==> src/rtl/i2s_pkg.sv <==
// Shared constants, frame geometry and sample-pair type for the I2S transmit path.
package i2s_pkg;

  // Audio format and clock ratios
  localparam int unsigned SAMPLE_W    = 24;
  localparam int unsigned BITS_PER_CH = 32;
  localparam int unsigned SCK_HALF    = 16;
  localparam int unsigned MCLK_HALF   = 2;

  // Frame geometry derived from the ratios above
  localparam int unsigned FRAME    = 4 * SCK_HALF * BITS_PER_CH;
  localparam int unsigned FC_W     = $clog2(FRAME);
  localparam int unsigned SLOT_W   = $clog2(2 * BITS_PER_CH);
  localparam int unsigned POS_W    = $clog2(BITS_PER_CH);
  localparam int unsigned IDX_W    = $clog2(SAMPLE_W);
  localparam int unsigned MCLK_BIT = $clog2(MCLK_HALF);
  localparam int unsigned SCK_BIT  = $clog2(SCK_HALF);
  localparam int unsigned SLOT_LSB = $clog2(2 * SCK_HALF);

  localparam logic [FC_W-1:0] FC_LAST = FC_W'(FRAME - 1);

  // One stereo sample pair as carried on the input handshake and in the shifter
  typedef struct packed {
    logic [SAMPLE_W-1:0] left;
    logic [SAMPLE_W-1:0] right;
  } pair_t;

  // Serial bit for channel ch at slot position pos: one-bit delay, MSB first, zero pad
  function automatic logic pair_bit(input pair_t p, input logic ch,
                                    input logic [POS_W-1:0] pos);
    logic [SAMPLE_W-1:0] w;
    w = ch ? p.right : p.left;
    pair_bit = 1'b0;
    if ((pos != '0) && (32'(pos) <= SAMPLE_W)) begin
      pair_bit = w[IDX_W'(SAMPLE_W - 32'(pos))];
    end
  endfunction

endpackage

==> src/rtl/i2s_clkgen.sv <==
// Frame counter and registered audio clock decode (mclk, sck, lrck).
// Pins are registered from the next counter value so they line up with fc.
module i2s_clkgen
  import i2s_pkg::*;
(
  input  logic              clk,
  input  logic              rst,
  input  logic              en,
  output logic              mclk,
  output logic              sck,
  output logic              lrck,
  output logic [SLOT_W-1:0] slot_c,
  output logic              load_c
);

  logic [FC_W-1:0] fc;
  logic [FC_W-1:0] fc_nxt;

  // Next count: wrap at end of frame, park at FRAME-1 while disabled
  always_comb begin
    fc_nxt = FC_LAST;
    load_c = 1'b0;
    if (en) begin
      load_c = (fc == FC_LAST);
      fc_nxt = load_c ? '0 : fc + FC_W'(1);
    end
  end

  // Slot index of the upcoming cycle, consumed by the serial data decode
  assign slot_c = fc_nxt[FC_W-1:SLOT_LSB];

  // Counter and pin registers; pins forced low while disabled
  always_ff @(posedge clk or posedge rst) begin
    if (rst) begin
      fc   <= FC_LAST;
      mclk <= 1'b0;
      sck  <= 1'b0;
      lrck <= 1'b0;
    end else begin
      fc   <= fc_nxt;
      mclk <= en & fc_nxt[MCLK_BIT];
      sck  <= en & fc_nxt[SCK_BIT];
      lrck <= en & fc_nxt[FC_W-1];
    end
  end

endmodule

==> src/rtl/i2s_tx_ctrl.sv <==
// I2S transmit sequencer: one-entry shadow register, frame shifter and serial output.
module i2s_tx_ctrl
  import i2s_pkg::*;
(
  input  logic                clk,
  input  logic                rst,
  input  logic                en,
  input  logic [SAMPLE_W-1:0] s_left,
  input  logic [SAMPLE_W-1:0] s_right,
  input  logic                s_valid,
  output logic                s_ready,
  output logic                mclk,
  output logic                sck,
  output logic                lrck,
  output logic                sdout,
  output logic                frame_start,
  output logic                underrun
);

  logic [SLOT_W-1:0] slot;
  logic              load;
  logic              accept;
  pair_t             shadow;
  pair_t             shifter;

  i2s_clkgen u_clkgen (
    .clk    (clk),
    .rst    (rst),
    .en     (en),
    .mclk   (mclk),
    .sck    (sck),
    .lrck   (lrck),
    .slot_c (slot),
    .load_c (load)
  );

  // s_ready doubles as the shadow-empty flag
  assign accept = s_valid & s_ready;

  // Shadow register: accept wins over a same-cycle load, which has already seen empty
  always_ff @(posedge clk or posedge rst) begin
    if (rst) begin
      shadow  <= '0;
      s_ready <= 1'b1;
    end else if (accept) begin
      shadow.left  <= s_left;
      shadow.right <= s_right;
      s_ready      <= 1'b0;
    end else if (load) begin
      s_ready <= 1'b1;
    end
  end

  // Frame load into the shifter with start and underrun strobes
  always_ff @(posedge clk or posedge rst) begin
    if (rst) begin
      shifter     <= '0;
      frame_start <= 1'b0;
      underrun    <= 1'b0;
    end else begin
      frame_start <= load;
      underrun    <= load & s_ready;
      if (load) begin
        shifter <= s_ready ? '0 : shadow;
      end
    end
  end

  // Serial data; slot position 0 always decodes to 0, so a same-cycle load is safe
  always_ff @(posedge clk or posedge rst) begin
    if (rst) begin
      sdout <= 1'b0;
    end else begin
      sdout <= en & pair_bit(shifter, slot[SLOT_W-1], slot[POS_W-1:0]);
    end
  end

endmodule

==> config.mk <==
export PLATFORM = sky130hd
export DESIGN_NAME = i2s_tx_ctrl
export DESIGN_NICKNAME = d
export VERILOG_FILES = /design/src/rtl/i2s_pkg.sv /design/src/rtl/i2s_clkgen.sv /design/src/rtl/i2s_tx_ctrl.sv
export SDC_FILE = /design/constraint.sdc
export NUM_CORES = 1
export LEC_CHECK = 0
export ABC_AREA = 1
export CAP_MARGIN = 20
export CELL_PAD_IN_SITES_DETAIL_PLACEMENT = 2
export CELL_PAD_IN_SITES_GLOBAL_PLACEMENT = 2
export CORE_MARGIN = 2
export CORE_UTILIZATION = 33
export DETAILED_ROUTE_END_ITERATION = 10
export PLACE_DENSITY = 0.79
export SLEW_MARGIN = 20
export SYNTH_ARGS = -nofsm -noshare
export SYNTH_HDL_FRONTEND = slang
export SYNTH_SLANG_ARGS = --single-unit
==> constraint.sdc <==
create_clock -name clk -period 4.85 [get_ports clk]
set_input_delay 0.97 -clock clk [delete_from_list [all_inputs] [get_ports clk]]
set_output_delay 0.97 -clock clk [all_outputs]
set_load 0.01 [all_outputs]
**Word level (Yosys, flattened, before mapping)**

Index checks and enable logic that the tools add are counted.

- Logic and storage cells: 36
- Input bits: 52
- Memories: 0
- ROM bits: 0
- Output and inout bits: 7
- Bits in latches: 0
- Flip-flop bits (word level): 114
- Bits in writable memories: 0

- Add/subtract/negate cells: 2
- Reduce and logical (&&, ||, !) cells: 3
- Shift-type cells: 0
- Magnitude comparators: 2
- $mul: 0
- Divide/modulo/power cells: 0
- Equality and inequality tests: 1
- Mux-type cells: 10
- Bitwise operators: 6

Operators with widths:

| cell | number |
|---|---|
| $mux 48 | 1 |
| $mux 24 | 1 |
| $mux 11 | 2 |
| $add 11x1->11 const B | 1 |
| $eq 11x11->1 const B | 1 |
| $and 1x1->1 | 6 |
| $lt 5x6->1 const B | 1 |
| $bmux 1 s5 | 1 |
| $le 5x5->1 const B | 1 |
| $mux 1 | 5 |
| $reduce_bool 5->1 | 1 |
| $sub 5x5->5 const A | 1 |
| $reduce_bool 2->1 | 1 |
| $logic_and 1x1->1 | 1 |

**Depth between registers and ports, before layout**

Gate-level depths: netlist (run 1).

- Depth after elaboration: 8
- Gate-level depth with buffers: 19
- Mapped depth without buffers: 17

**By module**

Synthesis (run 1) repeated with hierarchy kept, for this count alone.

- Cells, all modules: 610
- Area total of the unflattened synthesis: 5,091.1 µm²

Modules (own cells, without submodules):

| module | instances | cells an instance | area each (µm²) | sequential area each (µm²) |
|---|---|---|---|---|
| i2s_tx_ctrl | 1 | 523 | 4,361.7 | 2,503.7 |
| i2s_clkgen | 1 | 87 | 729.4 | 364.1 |

**Worst setup path after synthesis (run 1)**

No wires, ideal clock.

- Kind: reg-to-reg
- Start: reg u_clkgen.fc[0]
- End: reg sdout
- Library setup time: 69 ps
- Buffers on the path: 2
- Data required time: 4,781 ps
- Period minus slack after synthesis: 2,608 ps
- Arrival: 2,540 ps
- Stages on the path, launching flop included: 20
- Path slack: 2,242 ps
- Cell sequence: dfstp_2 > ha_1 > nand3_2 > nor2_4 > nand3_4 > inv_2 > nand2_1 > nand2_2 > ha_1 > buf_2 > inv_1 > buf_2 > a21oi_1 > o21ai_0 > nand3_1 > nand3_1 > nand2_1 > nand2_1 > nand2_1 > nor2_2

- Longest elaborated chain between the ends: 8
- Elaborated cells on any way between the ends: 13
- Those cells by class: add/sub (2); order compare (1); eq/ne (1); mux (6); bitwise (1); reduce/logical (2)

RTL lines:

| item | line | text |
|---|---|---|
| start: declaration | i2s_clkgen.sv:16 | `logic [FC_W-1:0] fc;` |
| start signal: assignment | i2s_clkgen.sv:40 | `fc <= fc_nxt;` |
| $add 11x1->11 or $eq 11x11->1 (tied branches) | i2s_clkgen.sv:25, i2s_clkgen.sv:24 |  |
| $mux 11 (*) | i2s_clkgen.sv:25 | `fc_nxt = load_c ? '0 : fc + FC_W'(1);` |
| $mux 11 (*) | i2s_clkgen.sv:23 | `if (en) begin` |
| $sub 5x5->5 or $mux 24 (tied branches) | i2s_pkg.sv:35, i2s_pkg.sv:32 |  |
| $bmux 1 s5 | i2s_pkg.sv:35 | `pair_bit = w[IDX_W'(SAMPLE_W - 32'(pos))];` |
| $mux 1 (implied by the code) | i2s_pkg.sv:35 |  |
| $mux 1 (*) | i2s_pkg.sv:34 | `if ((pos != '0) && (32'(pos) <= SAMPLE_W)) begin` |
| $and 1x1->1 (*) | i2s_tx_ctrl.sv:74 | `sdout <= en & pair_bit(shifter, slot[SLOT_W-1], slot[POS_W-1:0]);` |
| end signal: assignment | i2s_tx_ctrl.sv:74 |  |
| end: declaration | i2s_tx_ctrl.sv:15 | `output logic sdout,` |

Every way passes the cells marked *; elsewhere a longest branch is shown, timed or not. The select of a mux whose other input is x is not followed.
A chain may end at the register's enable or synchronous reset.

**Worst setup path after layout (run 1)**

- Start: in en
- End: reg sdout

- Longest elaborated chain between the ends: 6
- Elaborated cells on any way between the ends: 10
- Those cells by class: add/sub (1); order compare (1); mux (5); bitwise (1); reduce/logical (2)

RTL lines:

| item | line | text |
|---|---|---|
| start: declaration | i2s_tx_ctrl.sv:7 | `input logic en,` |
| $mux 11 | i2s_clkgen.sv:23 |  |
| $sub 5x5->5 or $mux 24 (tied branches) | i2s_pkg.sv:35, i2s_pkg.sv:32 |  |
| $bmux 1 s5 | i2s_pkg.sv:35 |  |
| $mux 1 (implied by the code) | i2s_pkg.sv:35 |  |
| $mux 1 | i2s_pkg.sv:34 |  |
| $and 1x1->1 (*) | i2s_tx_ctrl.sv:74 |  |

Marks and branches as above.

==> out/results.txt, run 1 <==
outcome - completed
commonest non-fill, non-tap cells in the layout - nand2_1 (277), dfrtp_1 (102), nand3_1 (73)
Net Count, Synth - 686
CTS Hold Bufs - 0
Pleak - 3.16 nW
startpoint types - input port
Compound-Gate Fraction of Synth Area - 6.26%
CP Launch Point - en
prevailing post-synth register cell - dfrtp_1
total power - 4.56 mW
I/O pin count - 59
n_diodes - 0
max_cap viols - 0
top cell type's share of synthesized area - 49.5%
critical path endpoint category - flop
Post-Synth Simple-Gate Area - 31.5%
clk_skew - 0.00953 ns
DIE AREA - 16700 um^2
post-DR wirelength/cell - 16.4 um
layout cells sized above 1 - 9.50%
WL final - 14900 um
synthesized area per cell - 8.16 um^2
Synth Area in XOR/XNOR - 0.339%
drt initial violations - 229
final hold vios - 0
number of global-route vias before repair - 4931
endpoints failing setup - 0
RSZ-0062 raised after global routing - no
leading area contributor after synthesis - dfrtp_1
Die Ht - 129 um
TritonCTS clock tree - yes
cells after synthesis - 632
pwr dens - 708 nW/um^2
final net count - 736
mapped cell area - 5160 um^2
core footprint - 15300 um^2
largest family of logic cells by synthesized area - simple AND/OR/NAND/NOR gates
commonest non-fill, non-tap cell in the layout - nand2_1
Starting Density - 33.8%
Hold Path Class - flop to flop
r2r endpoint - sdout$_DFF_PP0_
filler cell count - 1714
CTS Root Cell - clkbuf_16
flops & latches, synth - 114
Ys Warns - 0
largest net degree at the start of global routing - 74
Area Overhead vs Synth - 24.8%
critical path endpoint - sdout$_DFF_PP0_
row count - 45
Crit path required time - 5.20 ns
Final min period - 3.30 ns
multi-input logic area - 1990 um^2
first-pass GRT wire length - 25400 um
Seq/Total Area, Yosys - 55.6%
Die X-Extent - 129 um
mux cell area share after synthesis - 0%
GRT Total Usage - 19.8%
Synth async-reset ratio - 100%
f_max - 303 MHz
register area - 2870 um^2
H-tree depth - 4
global-route congestion overflow total - 0
number of flops mapped to enable cells by yosys - 0
cts repair resizes - 0
clock sinks - 114
reg2reg path depth - 17
relative slew slack - 40.3%
GP Congestion - 0.831
Setup TNS - 0 ns
clock buffer depth - 2
Initial DRT Pass Iterations - 4
post-route ant nets - 0
R2R Setup Slk - 1.68 ns
Inserted Clock Buffers - 17
Final Max Tran Viols - 0
Slew @ Worst Pin - 0.895 ns
Synth area leaders - dfrtp_1 (49%), nand2_1 (20%), nand3_1 (7.1%)
Data arrival, critical path - 3.65 ns
clock-pin slew on the worst setup and hold paths - 0.05 ns
crit path kind - input port to flop
vias per cell - 4.80
post-DP HPWL - 10100 um
Synth Area in Adders - 0.485%
DRC - 0
min-delay src - shadow[14]$_DFFE_PP0P_
initial antenna violation count - 0
Yosys cell types - 31
post-CTS setup buffers - 0
worst-skew pair later-pin latency - 0.42 ns
worst-path fanout max - 30
port bufs - 58
Max VDD drop - 0.278 mV
start of the worst register-to-register path - u_clkgen.fc[0]$_DFF_PP1_
fin crit share - 68.0%
Via Count - 4351
## power by group
group | leakage, nW | internal, mW | total [mW] | switching, mW
combinational | 1.47 | 0.577 | 1.72 | 1.15
clock | 0.264 | 0.717 | 1.14 | 0.422
sequential | 1.43 | 1.43 | 1.70 | 0.273
## worst min path at each step
| stage | end | slack (ns) | cells past startpoint |
|---|---|---|---|
| final | shadow[14]$_DFFE_PP0P_ | 0.48 | 2 |
| after global routing | shadow[14]$_DFFE_PP0P_ | 0.50 | 2 |
| after CTS | shadow[14]$_DFFE_PP0P_ | 0.49 | 2 |
| after detailed placement | shadow[44]$_DFFE_PP0P_ | 0.47 | 2 |
| after global placement | shadow[40]$_DFFE_PP0P_ | 0.47 | 2 |
| after floorplan | shadow[0]$_DFFE_PP0P_ | 0.45 | 2 |
## logic make-up after synthesis
logic type / count (synthesis)
AO/OA/AOI/OAI: 62
XOR/XNOR: 2
flip-flops: 114
adder cells (fa/ha/maj): 2
AND/OR/NAND/NOR: 380
buffers and inverters: 72
## cells in the mapped netlist (all sizes together), types with 2 or more instances
master / instances
nand2: 285
dfrtp: 102
nand3: 76
o21ai: 54
inv: 39
clkbuf: 21
nor2: 14
buf: 12
dfstp: 12
a21oi: 5
ha: 2
nand4: 2
nor3: 2
xor2: 2
## registers in the layout (all words and copies together) (netlist names)
| signal | count |
|---|---|
| shadow | 48 |
| shifter | 48 |
| u_clkgen.fc | 11 |
| frame_start | 1 |
| s_ready | 1 |
| sdout | 1 |
| u_clkgen.lrck | 1 |
| u_clkgen.mclk | 1 |
| u_clkgen.sck | 1 |
| underrun | 1 |
## worst max-delay path, cell delays in order
cell	delay, ns
clkdlybuf4s50_1	0.46
buf_4	0.33
inv_1	0.18
nor3_2	0.31
ha_1	0.39
inv_1	0.34
nand3_1	0.13
nand2_1	0.11
nand2_1	0.06
nand3_1	0.07
nand3_1	0.07
nand2_1	0.07
nand2_1	0.06
nor2_2	0.07
## layer usage
metal	track usage, %	routed length [um]	vias up
li1	-	-	2103
met1	23.4	6330	2181
met2	35.9	7960	48
met3	4.67	388	19
met4	6.07	183	0
met5	0	0	-
## layout make-up
cell class	count	area share (%)
multi-input cells	446	31.0
well taps	211	4.10
repair buffers	64	9.71
clock buffers	28	8.02
inverters	39	2.31
clock inverters	4	0.350
flip-flops and latches	114	44.5
## stage by stage
| step | setup slack, ns | util, % | area (um^2) | instances | hold WS (ns) |
|---|---|---|---|---|---|
| 4_1_cts | 1.57 | 42.2 | 6440 | 906 | 0.485 |
| 3_3_place_gp | 1.36 | 38.7 | 5900 | 874 | 0.469 |
| 2_1_floorplan | 0.884 | - | 5160 | 632 | 0.449 |
| 6_report | 1.55 | 42.2 | 6440 | 906 | 0.481 |
| 3_5_place_dp | 1.16 | 38.7 | 5900 | 874 | 0.469 |
| 5_1_grt | 1.32 | 42.2 | 6440 | 906 | 0.500 |
No activity file was read; power rests on OpenSTA's default activity.
==> inputs of run 2 (changes only) <==
- clock period: 4.85 -> 3.2 ns (I/O delays scaled with it)
==> out/results.txt, run 2 (synthesis gave the netlist of run 1 again) <==
outcome - completed
clk_skew - 0.00812 ns
post-route ant nets - 0
vias per cell - 4.84
WL final - 15400 um
drt initial violations - 207
worst-path fanout max - 10
CP Launch Point - u_clkgen.fc[0]$_DFF_PP1_
Top Layer Used - met4
n_diodes - 0
max_cap viols - 0
global-route congestion overflow total - 0
row count - 45
core footprint - 15300 um^2
min-delay src - shadow[40]$_DFFE_PP0P_
fin crit share - 89.2%
TritonCTS clock tree - yes
multi-input logic area - 2010 um^2
clock buffer depth - 2
Initial DRT Pass Iterations - 4
CTS Root Cell - clkbuf_16
CP Cell Sequence - ha_1 -> nand3_2 -> nor2_4 -> nand3_4 -> inv_2 -> nand2_2 -> nand2_2 -> ha_4 -> clkinvlp_2 -> nand3_1 -> nand3_1 -> nand3_1 -> nand3_1 -> nand2_1 -> nand2_1 -> nor2_2
WL met1 - 6670 um
dpl cells - 874
largest net degree at the start of global routing - 115
Die X-Extent - 129 um
DIE AREA - 16700 um^2
endpoints failing setup - 0
Final min period - 2.85 ns
Finished Layout Cells - 907
port bufs - 58
Setup TNS - 0 ns
number of global-route vias before repair - 4961
commonest non-fill, non-tap cells in the layout - nand2_1 (277), dfrtp_1 (102), nand3_1 (73)
filler cell count - 1700
critical path endpoint category - flop
final core utilization - 43.1%
Hold Path Class - flop to flop
commonest non-fill, non-tap cell in the layout - nand2_1
total power - 7.31 mW
post-CTS setup buffers - 0
Critical Path Most Common Cell - nand3_1
Pleak - 3.21 nW
RSZ-0062 raised after global routing - no
pwr dens - 1110 nW/um^2
final net count - 737
Buf+Inv Stages, Crit Path - 2
WL met3 - 341 um
post-DR wirelength/cell - 17.0 um
GP Congestion - 0.872
H-tree depth - 4
Slew @ Worst Pin - 0.889 ns
Inserted Clock Buffers - 17
CP delay by family, top - simple AND/OR/NAND/NOR gates
startpoint types - flop
first-pass GRT wire length - 25500 um
Final Max Tran Viols - 0
R2R Setup Slk - 0.35 ns
Area Overhead vs Synth - 27.4%
layout cells sized above 1 - 10.6%
relative slew slack - 40.7%
clock sinks - 114
initial antenna violation count - 0
Die Ht - 129 um
GRT Total Usage - 19.9%
crit path max-delay cell type - dfstp_2
Via Count - 4388
Crit path required time - 3.55 ns
start of the worst register-to-register path - u_clkgen.fc[0]$_DFF_PP1_
final hold vios - 0
clock-pin slew on the worst setup and hold paths - 0.05 ns
met2 WL - 8050 um
worst-skew pair later-pin latency - 0.42 ns
crit path kind - flop to flop
Largest regs - shadow: 48 flops, shifter: 48 flops, u_clkgen.fc: 11 flops
f_max - 351 MHz
DRC - 0
register area - 2870 um^2
Data arrival, critical path - 3.21 ns
Hold Slack - 0.483 ns
Max VDD drop - 0.459 mV
crit-path max cell delay - 0.59 ns
CTS Hold Bufs - 0
Starting Density - 33.8%
post-DP HPWL - 10000 um
I/O pin count - 59
run 2: cell types whose count changed in the layout (fill, tap and decap cells not counted), sizes merged:
cell      before  now
clkbuf        28   21
bufinv         0    4
clkinv         3    6
clkinvlp       1    4
inv           39   37
run 2: power breakdown:
group / leakage [nW] / switching [mW] / total, mW / internal [mW]
clock network: 0.312 / 0.679 / 2.03 / 1.35
logic: 1.47 / 1.79 / 2.70 / 0.912
registers: 1.43 / 0.421 / 2.58 / 2.16
run 2: layout make-up:
class / instances / area share (%)
flip-flops and latches: 114 / 43.6
repair buffers: 64 / 9.89
clock inverters: 11 / 2.40
multi-input cells: 446 / 30.5
clock buffers: 21 / 7.15
repair inverters: 1 / 0.0761
well taps: 211 / 4.01
inverters: 39 / 2.34
run 2: through the flow:
stage	setup WS (ns)	instance area (um^2)
5_1_grt	0.0846	6580
4_1_cts	0.139	6560
3_3_place_gp	0.327	5930
6_report	0.347	6580
3_5_place_dp	0.166	5930
2_1_floorplan	0.592	5160
run 2: final timing paths:
check / end / cells after the start
worst max-delay path: sdout$_DFF_PP0_ / 16
worst min-delay path: shadow[40]$_DFFE_PP0P_ / 2
worst max register to register: sdout$_DFF_PP0_ / 16
worst min register to register: shadow[40]$_DFFE_PP0P_ / 2
max in group asynchronous: shifter[8]$_DFFE_PP0P_ / 3
min in group asynchronous: shadow[32]$_DFFE_PP0P_ / 3
run 2: repair_timing:
item,in CTS,in global routing
hold endpoints to repair,0,0
gates resized for setup,0,3
endpoints found under the setup margin,0,1
run 2: routing by layer:
layer  GRT usage, %  vias up
li1               -     2105
met1           23.9     2197
met2           35.4       59
met3           3.88       27
met4           7.80        0
met5              0        -
run 2: worst register-to-register path: stages (launching register included):
cell and delay [ns]:
dfstp_2 0.59, ha_1 0.22, nand3_2 0.12, nor2_4 0.17, nand3_4 0.16, inv_2 0.13
nand2_2 0.07, nand2_2 0.20, ha_4 0.24, clkinvlp_2 0.26, nand3_1 0.17, nand3_1 0.08
nand3_1 0.09, nand3_1 0.07, nand2_1 0.06, nand2_1 0.06, nor2_2 0.08
==> inputs of run 3 (changes only) <==
- GPL_TIMING_DRIVEN: default -> 0
==> out/results.txt, run 3 (synthesis gave the netlist of run 1 again) <==
clock sinks - 114
Final min period - 2.94 ns
final non-filler cell area - 6670 um^2
post-route ant nets - 0
relative slew slack - 55.7%
post-DP HPWL - 12100 um
first-pass GRT wire length - 27000 um
outcome - completed
fin crit share - 91.8%
Starting Density - 33.8%
clock buffer depth - 2
row count - 45
Data arrival, critical path - 3.25 ns
largest net degree at the start of global routing - 32
global-route congestion overflow total - 0
Pleak - 3.26 nW
total power - 7.24 mW
Buf+Inv Stages, Crit Path - 4
commonest non-fill, non-tap cells in the layout - nand2_1 (278), dfrtp_1 (102), nand3_1 (73)
port bufs - 58
H-tree depth - 4
vias per cell - 4.87
Die X-Extent - 129 um
met1 global-route usage - 24.7%
TritonCTS clock tree - yes
Inserted Clock Buffers - 17
clk_skew - 0.00627 ns
GP Congestion - 0.864
f_max - 340 MHz
M3 GR Usage - 4.79%
critical path endpoint category - flop
CP Cell Sequence - ha_2 -> nand3_2 -> nor2_4 -> inv_1 -> nor2_1 -> nor3_2 -> ha_1 -> buf_2 -> inv_1 -> buf_4 -> a21oi_1 -> o21ai_0 -> nand3_1 -> nand3_1 -> nand2_1 -> nand2_1 -> nand2_1 -> nor2_2
Critical Path Most Common Cell - nand2_1
CTS Root Cell - clkbuf_16
drt initial violations - 179
Initial DRT Pass Iterations - 4
Post-DP Area - 6070 um^2
DRC - 0
Crit path required time - 3.51 ns
RSZ-0062 raised after global routing - no
crit path kind - flop to flop
pwr dens - 1090 nW/um^2
final core utilization - 43.7%
final hold vios - 0
GRT Total Usage - 21.4%
Final Max Tran Viols - 0
number of global-route vias before repair - 5234
Slew @ Worst Pin - 0.665 ns
Hold Path Class - flop to flop
worst-skew pair later-pin latency - 0.42 ns
worst-path fanout max - 10
GR Util met2 - 39.2%
I/O pin count - 59
core footprint - 15300 um^2
CP delay by family, top - simple AND/OR/NAND/NOR gates
max_cap viols - 0
WL final - 16200 um
layout cells sized above 1 - 10.4%
DIE AREA - 16700 um^2
Die Ht - 129 um
CTS Hold Bufs - 0
Setup TNS - 0 ns
Max VDD drop - 0.484 mV
Largest regs - shadow: 48 flops, shifter: 48 flops, u_clkgen.fc: 11 flops
Area Overhead vs Synth - 29.2%
crit-path max cell delay - 0.54 ns
crit path max-delay cell type - dfstp_2
startpoint types - flop
GR peak layer - met2
clock-pin slew on the worst setup and hold paths - 0.05 ns
post-DR wirelength/cell - 17.2 um
initial antenna violation count - 0
final net count - 770
endpoints failing setup - 0
Via Count - 4581
commonest non-fill, non-tap cell in the layout - nand2_1
n_diodes - 0
-- run 3: cell types whose count changed in the layout (fill, tap and decap cells not counted), moves of 2 or more --
cell | previous run | this run
buf_1 | 0 | 3
buf_2 | 0 | 5
buf_6 | 0 | 3
bufinv_16 | 4 | 2
clkbuf_1 | 1 | 27
clkinvlp_4 | 3 | 1
nand2_2 | 5 | 3
-- run 3: per-stage QoR --
stage               setup WS (ns)  instances  hold slack [ns]
finish                      0.262        940            0.479
CTS                        0.0304        936            0.485
detailed placement         -0.243        904            0.469
global placement           -0.213        901            0.467
global route               0.0437        940            0.507
floorplan                   0.592        632            0.449
-- run 3: worst min-delay path, stage by stage (launching register included) --
cell and delay (ns):
dfrtp_1 0.34, nand2_1 0.05, nand2_1 0.05
-- run 3: area by class of cell --
type / count / area [um^2]
Buffer: 33 / 156
Sequential cell: 114 / 2870
Clock inverter: 7 / 85.1
Fill cell: 1748 / 8590
Timing Repair Buffer: 65 / 671
Multi-Input combinational cell: 446 / 2000
Inverter: 39 / 150
Tap cell: 211 / 264
Clock buffer: 25 / 475
-- run 3: power breakdown --
part	internal (mW)	switching (mW)
Clock	1.18	0.636
Combinational	1.01	1.83
Sequential	2.16	0.425
Total	4.34	2.89
-- run 3: final timing paths --
check,from,end,slack [ns],depth (start not counted)
max,u_clkgen.fc[1]$_DFF_PP1_,sdout$_DFF_PP0_,0.26,18
min,shadow[45]$_DFFE_PP0P_,shadow[45]$_DFFE_PP0P_,0.48,2
max reg2reg,u_clkgen.fc[1]$_DFF_PP1_,sdout$_DFF_PP0_,0.26,18
min reg2reg,shadow[45]$_DFFE_PP0P_,shadow[45]$_DFFE_PP0P_,0.48,2
max in group asynchronous,rst,u_clkgen.fc[8]$_DFF_PP1_,1.70,4
min in group asynchronous,rst,shadow[32]$_DFFE_PP0P_,0.65,2
-- run 3: timing repair --
| item | in CTS | in global routing |
|---|---|---|
| setup buffers | 0 | 4 |
| pin swaps | 0 | 3 |
| setup endpoints to repair | 1 | 1 |
| hold endpoints to repair | 0 | 0 |
| resized for setup | 2 | 1 |
-- run 3: metal layers --
metal	vias up	share of wire, %
li1	2171	-
met1	2329	42
met2	58	54
met3	23	2.8
met4	0	1.6
met5	-	0
